--- src/rtl/pes_vm_dispenser.sv ---
// Vending-machine actuator back end: queues product/change requests and runs the
// product motor and coin hoppers with sense confirmation, timeout, retry and sticky fault.
module pes_vm_dispenser #(
   parameter int FIFO_DEPTH = 4,
   parameter int PULSE_LEN  = 4,
   parameter int TIMEOUT    = 64,
   parameter int RETRIES    = 2
) (
   input  logic       clock,
   input  logic       reset,
   input  logic       req_valid,
   output logic       req_ready,
   input  logic       req_out,
   input  logic [1:0] req_change,
   output logic       prod_drive,
   input  logic       prod_sense,
   output logic       coin5_drive,
   input  logic       coin5_sense,
   output logic       coin10_drive,
   input  logic       coin10_sense,
   output logic       busy,
   output logic       done,
   output logic       fault,
   output logic [1:0] fault_code,
   input  logic       fault_clr
);
   localparam int AW   = $clog2(FIFO_DEPTH);
   localparam int TMAX = (TIMEOUT > PULSE_LEN) ? TIMEOUT : PULSE_LEN;
   localparam int TW   = $clog2(TMAX) + 1;
   localparam int RW   = $clog2(RETRIES + 1) + 1;
   localparam logic [TW-1:0] PULSE_LAST   = TW'(PULSE_LEN - 1);
   localparam logic [TW-1:0] TIMEOUT_LAST = TW'(TIMEOUT - 1);
   localparam logic [RW-1:0] RETRY_MAX    = RW'(RETRIES);
   localparam logic [AW:0]   DEPTH_CNT    = (AW + 1)'(FIFO_DEPTH);

   typedef enum logic [2:0] {
      IDLE, POP, PROD_DRV, PROD_WAIT, COIN_DRV, COIN_WAIT, DONE, FAULT
   } state_t;

   state_t          state_reg, state_next;
   logic [2:0]      fifo_mem [FIFO_DEPTH];
   logic [2:0]      head_reg;
   logic [AW-1:0]   wr_ptr_reg, rd_ptr_reg;
   logic [AW:0]     count_reg;
   logic            full, empty, push, pop;
   logic [1:0]      cur_change_reg;
   logic [TW-1:0]   timer_reg, timer_next;
   logic [RW-1:0]   retry_reg, retry_next;
   logic            hit_reg, hit_next;
   logic [1:0]      fault_code_reg, fault_code_next;
   logic [2:0]      sense_in, sense_edge;
   logic            prod_edge, coin_edge;

   // Sense inputs: 2-flop synchronizer plus a third stage for rising-edge detection.
   assign sense_in = {coin10_sense, coin5_sense, prod_sense};
   generate
      for (genvar gi = 0; gi < 3; gi++) begin : g_sense
         logic [2:0] sync_reg;
         always_ff @(posedge clock or negedge reset) begin
            if (!reset) sync_reg <= '0;
            else        sync_reg <= {sync_reg[1:0], sense_in[gi]};
         end
         assign sense_edge[gi] = sync_reg[1] & ~sync_reg[2];
      end
   endgenerate

   assign prod_edge = sense_edge[0];
   assign coin_edge = (cur_change_reg == 2'b01) ? sense_edge[1] : sense_edge[2];

   // Request FIFO; head is a registered read of the entry at the read pointer.
   assign full  = (count_reg == DEPTH_CNT);
   assign empty = (count_reg == '0);
   assign push  = req_valid && req_ready;
   assign pop   = (state_reg == POP);

   always_ff @(posedge clock or negedge reset) begin
      if (!reset) begin
         wr_ptr_reg <= '0;
         rd_ptr_reg <= '0;
         count_reg  <= '0;
      end else begin
         if (push) wr_ptr_reg <= wr_ptr_reg + AW'(1);
         if (pop)  rd_ptr_reg <= rd_ptr_reg + AW'(1);
         case ({push, pop})
            2'b10:   count_reg <= count_reg + (AW + 1)'(1);
            2'b01:   count_reg <= count_reg - (AW + 1)'(1);
            default: count_reg <= count_reg;
         endcase
      end
   end

   always_ff @(posedge clock) begin
      if (push) fifo_mem[wr_ptr_reg] <= {req_out, req_change};
      head_reg <= fifo_mem[rd_ptr_reg];
   end

   always_ff @(posedge clock or negedge reset) begin
      if (!reset) state_reg <= IDLE;
      else        state_reg <= state_next;
   end

   always_ff @(posedge clock or negedge reset) begin
      if (!reset) begin
         timer_reg      <= '0;
         retry_reg      <= '0;
         hit_reg        <= 1'b0;
         fault_code_reg <= 2'b00;
         cur_change_reg <= 2'b00;
      end else begin
         timer_reg      <= timer_next;
         retry_reg      <= retry_next;
         hit_reg        <= hit_next;
         fault_code_reg <= fault_code_next;
         if (pop) cur_change_reg <= head_reg[1:0];
      end
   end

   always_comb begin
      state_next      = state_reg;
      timer_next      = '0;
      retry_next      = retry_reg;
      hit_next        = 1'b0;
      fault_code_next = fault_code_reg;
      case (state_reg)
         IDLE: if (!empty) state_next = POP;
         POP: begin
            retry_next = '0;
            if (head_reg[2])                   state_next = PROD_DRV;
            else if (head_reg[1] ^ head_reg[0]) state_next = COIN_DRV;
            else                               state_next = DONE;
         end
         PROD_DRV: begin
            // An early sense edge is remembered so the wait phase ends at once.
            hit_next   = hit_reg | prod_edge;
            timer_next = timer_reg + TW'(1);
            if (timer_reg == PULSE_LAST) state_next = PROD_WAIT;
         end
         PROD_WAIT: begin
            timer_next = timer_reg + TW'(1);
            if (hit_reg || prod_edge) begin
               if (cur_change_reg[1] ^ cur_change_reg[0]) begin
                  state_next = COIN_DRV;
                  retry_next = '0;
               end else begin
                  state_next = DONE;
               end
            end else if (timer_reg == TIMEOUT_LAST) begin
               if (retry_reg < RETRY_MAX) begin
                  retry_next = retry_reg + RW'(1);
                  state_next = PROD_DRV;
               end else begin
                  state_next      = FAULT;
                  fault_code_next = 2'b01;
               end
            end
         end
         COIN_DRV: begin
            hit_next   = hit_reg | coin_edge;
            timer_next = timer_reg + TW'(1);
            if (timer_reg == PULSE_LAST) state_next = COIN_WAIT;
         end
         COIN_WAIT: begin
            timer_next = timer_reg + TW'(1);
            if (hit_reg || coin_edge) begin
               state_next = DONE;
            end else if (timer_reg == TIMEOUT_LAST) begin
               if (retry_reg < RETRY_MAX) begin
                  retry_next = retry_reg + RW'(1);
                  state_next = COIN_DRV;
               end else begin
                  state_next      = FAULT;
                  fault_code_next = (cur_change_reg == 2'b01) ? 2'b10 : 2'b11;
               end
            end
         end
         DONE: state_next = IDLE;
         FAULT: begin
            if (fault_clr) begin
               state_next      = IDLE;
               fault_code_next = 2'b00;
            end
         end
         default: state_next = IDLE;
      endcase
      if (state_next != state_reg) timer_next = '0;
   end

   assign prod_drive   = (state_reg == PROD_DRV);
   assign coin5_drive  = (state_reg == COIN_DRV) && (cur_change_reg == 2'b01);
   assign coin10_drive = (state_reg == COIN_DRV) && (cur_change_reg == 2'b10);
   assign done         = (state_reg == DONE);
   assign fault        = (state_reg == FAULT);
   assign fault_code   = fault_code_reg;
   assign busy         = (state_reg != IDLE) || !empty;
   assign req_ready    = !full && (state_reg != FAULT);
endmodule

--- config.mk ---
export PLATFORM = sky130hd
export DESIGN_NAME = pes_vm_dispenser
export DESIGN_NICKNAME = d
export VERILOG_FILES = /design/src/rtl/pes_vm_dispenser.sv
export SDC_FILE = /design/constraint.sdc
export NUM_CORES = 1
export LEC_CHECK = 0
export BUFFER_PORTS_ARGS = -buffer_cell sky130_fd_sc_hd__buf_2
export CAP_MARGIN = 5
export CORE_ASPECT_RATIO = 1.75
export CORE_MARGIN = 2
export CORE_UTILIZATION = 44
export CTS_BUF_LIST = sky130_fd_sc_hd__clkbuf_2 sky130_fd_sc_hd__clkbuf_4 sky130_fd_sc_hd__clkbuf_8
export DETAILED_ROUTE_END_ITERATION = 8
export SYNTH_ARGS = -nofsm -noshare
export SYNTH_HDL_FRONTEND = slang
export SYNTH_SLANG_ARGS = --single-unit
--- constraint.sdc ---
create_clock -name clock -period 3.2 [get_ports clock]
set_input_delay 0.64 -clock clock [delete_from_list [all_inputs] [get_ports clock]]
set_output_delay 0.64 -clock clock [all_outputs]
set_load 0.02 [all_outputs]
==> results of run 1 <==
## where the power goes
| group | internal [uW] | switching, uW | leakage [uW] |
|---|---|---|---|
| sequential | 808 | 187 | 0.000562 |
| combinational | 355 | 480 | 0.000472 |
| clock | 241 | 200 | 0.0000586 |
| total | 1400 | 867 | 0.00109 |
## worst max-delay path, stage by stage (launching register included)
cell and delay [ps]:
dfrtp_1 700, and3_1 300, a31oi_1 100, and2_1 250, inv_1 70, ha_1 170, inv_1 60, fa_1 370
xor2_1 150, nor2_1 110, xor2_1 150
## metal layers
metal | vias up | GRT usage | wire [um]
met1 | 742 | 0.175 | 1680
met5 | - | 0 | 0
met3 | 11 | 0.0309 | 134
met2 | 34 | 0.288 | 2370
met4 | 0 | 0.0787 | 131
li1 | 749 | - | -
## cells by family (layout without fill, tap and decap cells)
logic type | count (synthesis) | in the layout | synth area share
xor gates and xnor gates | 11 | 11 | 0.0413
adders and majority gates | 10 | 10 | 0.0569
DFF | 49 | 49 | 0.545
muxes | 4 | 4 | 0.0338
AOI/OAI and AO/OA | 36 | 36 | 0.105
buffers and inverters | 17 | 37 | 0.0333
and+or+nand+nor | 72 | 72 | 0.185
## cells in the mapped netlist, drive strengths merged (2+ instances only)
library cell	instances
o21a	3
mux4	3
nand3	5
nor2b	3
xnor2	6
o21ai	13
nor3	9
a31oi	3
buf	5
dfxtp	3
nor2	14
o31ai	2
dfrtp	34
nand3b	2
inv	11
and3	10
edfxtp	12
nor4b	3
ha	9
or3	3
nor4	2
or2	2
xor2	5
nand2	11
a21oi	4
nand2b	2
## how the worst min path moves through the flow
stage | startpoint | to | slack, ps
detailed placement | g_sense[0].sync_reg[0]$_DFF_PN0_ | g_sense[0].sync_reg[1]$_DFF_PN0_ | 330
global route | g_sense[1].sync_reg[0]$_DFF_PN0_ | g_sense[1].sync_reg[1]$_DFF_PN0_ | 370
floorplan | g_sense[0].sync_reg[0]$_DFF_PN0_ | g_sense[0].sync_reg[1]$_DFF_PN0_ | 330
global placement | g_sense[0].sync_reg[0]$_DFF_PN0_ | g_sense[0].sync_reg[1]$_DFF_PN0_ | 330
CTS | g_sense[0].sync_reg[0]$_DFF_PN0_ | g_sense[0].sync_reg[1]$_DFF_PN0_ | 360
finish | g_sense[0].sync_reg[0]$_DFF_PN0_ | g_sense[0].sync_reg[1]$_DFF_PN0_ | 350
## through the flow
stage	worst slack [ps]	instance area (um2)	power, uW	util	hold slack, ps
after floorplan	629	2330	1630	-	331
after global placement	843	2460	1840	0.475	334
after detailed placement	758	2460	1850	0.475	335
after CTS	721	2570	2300	0.497	355
after global routing	518	2570	2430	0.497	375
final	703	2570	2270	0.497	352
## final cells by class
class | count | area [um2] | share of cell area
clock inverters | 2 | 35.0 | 0.0136
flip-flops and latches | 49 | 1270 | 0.495
repair buffers | 18 | 90.1 | 0.0351
multi-input cells | 133 | 982 | 0.383
inverters | 11 | 43.8 | 0.0171
clock buffers | 6 | 76.3 | 0.0297
well taps | 55 | 68.8 | 0.0268
==> impl_metrics.env, run 1 <==
export IMPL_status="finished clean"
export IMPL_syn_to_final_growth_pct=10.1
export IMPL_io_pins=19
export IMPL_coreArea_um2=5170
export IMPL_crit_arrival_ps=2720
export IMPL_finalHoldViolCount=0
export IMPL_post_route_min_period_ps=2500
export IMPL_p_leak_uw=0.00109
export IMPL_clk_pin_slew_ps=80
export IMPL_fillCellCount=496
export IMPL_dp_cells=266
export IMPL_drc=0
export IMPL_cts_resized=0
export IMPL_worstPathMaxFanout=16
export IMPL_r2r_end="count_reg[2]$_DFFE_PN0P_"
export IMPL_synth_top_cells_by_area="dfrtp_1 (37%), edfxtp_1 (15%), ha_1 (4.8%), mux4_2 (2.9%), and3_1 (2.7%)"
export IMPL_cts_root_buffer="clkbuf_8"
export IMPL_synth_ff_type="dfrtp_1"
export IMPL_synth_distinct_cells=55
export IMPL_num_antenna_cells=0
export IMPL_die_x_um=59.0
export IMPL_async_flop_share=0.694
export IMPL_drive_above_1_share=0.187
export IMPL_worstSetupEndpointType="register"
export IMPL_ant_nets=0
export IMPL_grt_pass1_wl_um=7140
export IMPL_fin_skew_ps=4.94
export IMPL_syn_cell_area_um2=2330
export IMPL_synth_edf_count=12
export IMPL_grt_pass1_vias=1531
export IMPL_dieArea_um2=5920
export IMPL_hpwl_um=3260
export IMPL_die_y_um=100
export IMPL_reg2regPathDepth=10
export IMPL_initial_utilization=0.451
export IMPL_h_tree_depth=2
export IMPL_setup_viol=0
export IMPL_routed_via_density=5.61
export IMPL_rsz0062_at_grt="no"
export IMPL_tns_ps=0
export IMPL_mostFrequentLayoutCells="dfrtp_1 (34), buf_2 (18), nor2_1 (13), edfxtp_1 (12), nand2_1 (11)"
export IMPL_cts_tree="done"
export IMPL_startpoint_type="register"
export IMPL_synthCells=199
export IMPL_fp_row_count=35
export IMPL_yosysTopAreaCellShare=0.365
export IMPL_worstMarginPinSlew_ps=741
export IMPL_cp_data_required_time_ps=3420
export IMPL_routedWlPerCell_um=15.8
export IMPL_final_nets=238
export IMPL_grt_total_usage=0.161
export IMPL_largest_reg_flops=12
export IMPL_final_common_cell="dfrtp_1"
export IMPL_yosys_area_top_type="dfrtp_1"
export IMPL_p_per_area_nw_per_um2=884
export IMPL_ir_worst_vdd_v=0.000487
export IMPL_hold_path_class="register to register"
export IMPL_fmax_mhz=401
export IMPL_numCtsBuffers=5
export IMPL_cts_setup_buffers=0
export IMPL_portBuffers=18
export IMPL_final_max_slew_viol_count=0
export IMPL_cp_endpoint="count_reg[2]$_DFFE_PN0P_"
export IMPL_reg2reg_slack_ps=700
export IMPL_syn_num_nets=219
export IMPL_synth_warnings=0
export IMPL_clk_latency_ps=300
export IMPL_dr_pass1_iters=4
export IMPL_path_class="register to register"
export IMPL_finalWirelength_um=4320
export IMPL_ys_ff_latch=49
export IMPL_antenna_found_initial=0
export IMPL_max_slew_margin=0.506
export IMPL_grt_max_degree=35
export IMPL_maxCapViolCount=0
export IMPL_period_share=0.780
export IMPL_r2r_start="state_reg[0]$_DFF_PN0_"
export IMPL_cts_sinks=49
export IMPL_via_count=1536
export IMPL_seq_area_frac_synth=0.545
export IMPL_setup_worst_path_start="state_reg[0]$_DFF_PN0_"
export IMPL_whs_path_depth=0
export IMPL_max_clock_path_buffers=2
export IMPL_overflow=0
export IMPL_holdBufCountCts=0
export IMPL_fin_cells=274
export IMPL_gp_congestion=0.788
export IMPL_syn_avg_cell_area_um2=11.7
export IMPL_first_iter_violations=42
Power figures use the tool's default switching activity.
==> run 2, diff against run 1 <==
--- a/config.mk
+++ b/config.mk
@@ -5,6 +5,7 @@
 export SDC_FILE = /design/constraint.sdc
 export NUM_CORES = 1
 export LEC_CHECK = 0
+export ABC_AREA = 1
 export BUFFER_PORTS_ARGS = -buffer_cell sky130_fd_sc_hd__buf_2
 export CAP_MARGIN = 5
 export CORE_ASPECT_RATIO = 1.75
==> constraint.sdc (replaced) <==
create_clock -name clock -period 2.4 [get_ports clock]
set_input_delay 0.48 -clock clock [delete_from_list [all_inputs] [get_ports clock]]
set_output_delay 0.48 -clock clock [all_outputs]
set_load 0.02 [all_outputs]
==> run 2 against run 1 <==
Count of clock-buffer cells in the layout stayed put. Largest power group unchanged. Final cell count rose by 26%. Clock power up 16%. Maximum frequency increased by 24%. Critical endpoint unchanged. Worst setup slack worse by 310 ps. Power up 30%. Largest cell class unchanged. Global-route usage is 0.27 points higher. Sequential share of layout area shrank 0.62 points.
==> impl_metrics.env, run 2 <==
export IMPL_post_route_min_period_ps=2010
export IMPL_syn_num_nets=285
export IMPL_rsz0062_at_grt="no"
export IMPL_synth_ff_type="dfrtp_1"
export IMPL_cts_resized=0
export IMPL_synth_most_common_cell="nand2_1"
export IMPL_maxCapViolCount=0
export IMPL_ant_nets=0
export IMPL_mostFrequentLayoutCells="nand2_1 (51), inv_1 (41), nor2_1 (35), dfrtp_1 (34), nand3_1 (19)"
export IMPL_portBuffers=18
export IMPL_final_common_cell="nand2_1"
export IMPL_startpoint_type="register"
export IMPL_final_max_slew_viol_count=0
export IMPL_hold_path_class="input port to asynchronous set/reset pin"
export IMPL_final_nets=308
export IMPL_largest_reg_flops=12
export IMPL_synth_top_cells_by_area="dfrtp_1 (36%), edfxtp_1 (15%), nand2_1 (8.1%), inv_1 (6.5%), nor2_1 (5.6%)"
export IMPL_worstSetupEndpointType="register"
export IMPL_grt_total_usage=0.164
export IMPL_grt_pass1_wl_um=7400
export IMPL_async_flop_share=0.694
export IMPL_fin_skew_ps=17.4
export IMPL_dieArea_um2=5990
export IMPL_syn_to_final_growth_pct=10.2
export IMPL_routed_via_density=5.05
export IMPL_drc=0
export IMPL_worstMarginPinSlew_ps=748
export IMPL_period_share=0.836
export IMPL_synth_edf_count=12
export IMPL_cts_setup_buffers=0
export IMPL_seq_area_frac_synth=0.539
export IMPL_cp_data_required_time_ps=2590
export IMPL_holdBufCountCts=0
export IMPL_synthCells=265
export IMPL_syn_cell_area_um2=2360
export IMPL_io_pins=19
export IMPL_grt_pass1_vias=1769
export IMPL_crit_arrival_ps=2200
export IMPL_cts_tree="done"
export IMPL_worstPathMaxFanout=9
export IMPL_gp_congestion=0.820
export IMPL_hpwl_um=3320
export IMPL_fin_cells=344
export IMPL_fp_row_count=35
export IMPL_clk_latency_ps=310
export IMPL_synth_distinct_cells=32
export IMPL_initial_utilization=0.453
export IMPL_p_per_area_nw_per_um2=1140
export IMPL_die_x_um=59.4
export IMPL_max_slew_margin=0.501
export IMPL_tns_ps=0
export IMPL_dp_cells=336
export IMPL_first_iter_violations=36
export IMPL_yosysTopAreaCellShare=0.361
export IMPL_cts_sinks=49
export IMPL_setup_worst_path_start="state_reg[1]$_DFF_PN0_"
export IMPL_fmax_mhz=498
export IMPL_grt_max_degree=35
export IMPL_finalHoldViolCount=0
export IMPL_setup_viol=0
export IMPL_r2r_end="count_reg[2]$_DFFE_PN0P_"
export IMPL_via_count=1736
export IMPL_p_leak_uw=0.00128
export IMPL_clk_pin_slew_ps=100
export IMPL_num_antenna_cells=0
export IMPL_syn_avg_cell_area_um2=8.90
export IMPL_dr_pass1_iters=4
export IMPL_ir_worst_vdd_v=0.000607
export IMPL_ys_ff_latch=49
export IMPL_drive_above_1_share=0.142
export IMPL_max_clock_path_buffers=2
export IMPL_die_y_um=101
export IMPL_yosys_top_cells_count="nand2_1 (51), inv_1 (41), nor2_1 (35)"
export IMPL_synth_warnings=0
export IMPL_reg2reg_slack_ps=390
export IMPL_numCtsBuffers=5
export IMPL_r2r_start="state_reg[1]$_DFF_PN0_"
export IMPL_cts_root_buffer="clkbuf_8"
export IMPL_yosys_area_top_type="dfrtp_1"
export IMPL_status="finished clean"
export IMPL_routedWlPerCell_um=12.4
export IMPL_coreArea_um2=5210
export IMPL_path_class="register to register"
export IMPL_reg2regPathDepth=9
export IMPL_antenna_found_initial=0
export IMPL_overflow=0
export IMPL_finalWirelength_um=4270
export IMPL_h_tree_depth=2
-- run 2: changes by cell type after synthesis, sizes merged, moves of 4 or more --
cell / before / now
nor2: 14 / 39
and3: 10 / 0
nor3: 9 / 3
xnor2: 6 / 2
nand3: 5 / 20
inv: 11 / 43
nand2: 11 / 53
nand4: 1 / 6
o21ai: 13 / 18
-- run 2: area by class of cell --
type	count	area (um2)
Clock buffer	6	82.6
Inverter	43	161
Timing Repair Buffer	19	97.6
Sequential cell	49	1270
Clock inverter	2	13.8
Fill cell	525	2610
Multi-Input combinational cell	170	905
Tap cell	55	68.8
-- run 2: worst max-delay path by stage --
stage / endpoint / slack [ps] / depth (start not counted)
2_1_floorplan: count_reg[2]$_DFFE_PN0P_ / 390 / 11
3_3_place_gp: count_reg[2]$_DFFE_PN0P_ / 440 / 9
3_5_place_dp: count_reg[2]$_DFFE_PN0P_ / 410 / 9
4_1_cts: count_reg[2]$_DFFE_PN0P_ / 400 / 9
5_1_grt: count_reg[2]$_DFFE_PN0P_ / 260 / 9
6_report: count_reg[2]$_DFFE_PN0P_ / 390 / 9
-- run 2: worst max-delay path: stages, from the launching register on --
cell	delay (ps)
dfrtp_1	450
inv_2	140
nand2_4	80
nor2_4	200
ha_1	190
inv_1	70
fa_1	380
a21oi_1	140
o21ai_0	110
xnor2_1	130
-- run 2: per-layer routing --
| metal | up-vias | routed length [um] | global-route usage |
|---|---|---|---|
| met5 | - | 0 | 0 |
| met2 | 34 | 2380 | 0.297 |
| met1 | 798 | 1570 | 0.162 |
| li1 | 891 | - | - |
| met4 | 0 | 178 | 0.105 |
| met3 | 13 | 135 | 0.0308 |
-- run 2: per-stage QoR --
step / total power [uW] / util / worst slack, ps / hold slack (ps) / area [um2]
after floorplan: 2170 / - / 386 / 184 / 2360
after global placement: 2470 / 0.480 / 443 / 333 / 2500
after detailed placement: 2480 / 0.480 / 411 / 336 / 2500
after CTS: 3000 / 0.499 / 395 / 262 / 2600
after global routing: 3230 / 0.499 / 258 / 279 / 2600
final: 2960 / 0.499 / 393 / 224 / 2600
-- run 2: power breakdown --
group          switching (uW)  internal (uW)
sequential                171           1070
clock                     279            234
combinational             792            409
total                    1240           1710
-- run 2: logic make-up (layout without fill, tap and decap cells) --
| family | after synthesis | after routing | share of synthesized area |
|---|---|---|---|
| xor gates and xnor gates | 5 | 5 | 0.0186 |
| adders and majority gates | 10 | 10 | 0.0562 |
| AOI/OAI and AO/OA | 30 | 30 | 0.0705 |
| DFF | 49 | 49 | 0.539 |
| and+or+nand+nor | 125 | 125 | 0.238 |
| buffers and inverters | 46 | 70 | 0.0779 |
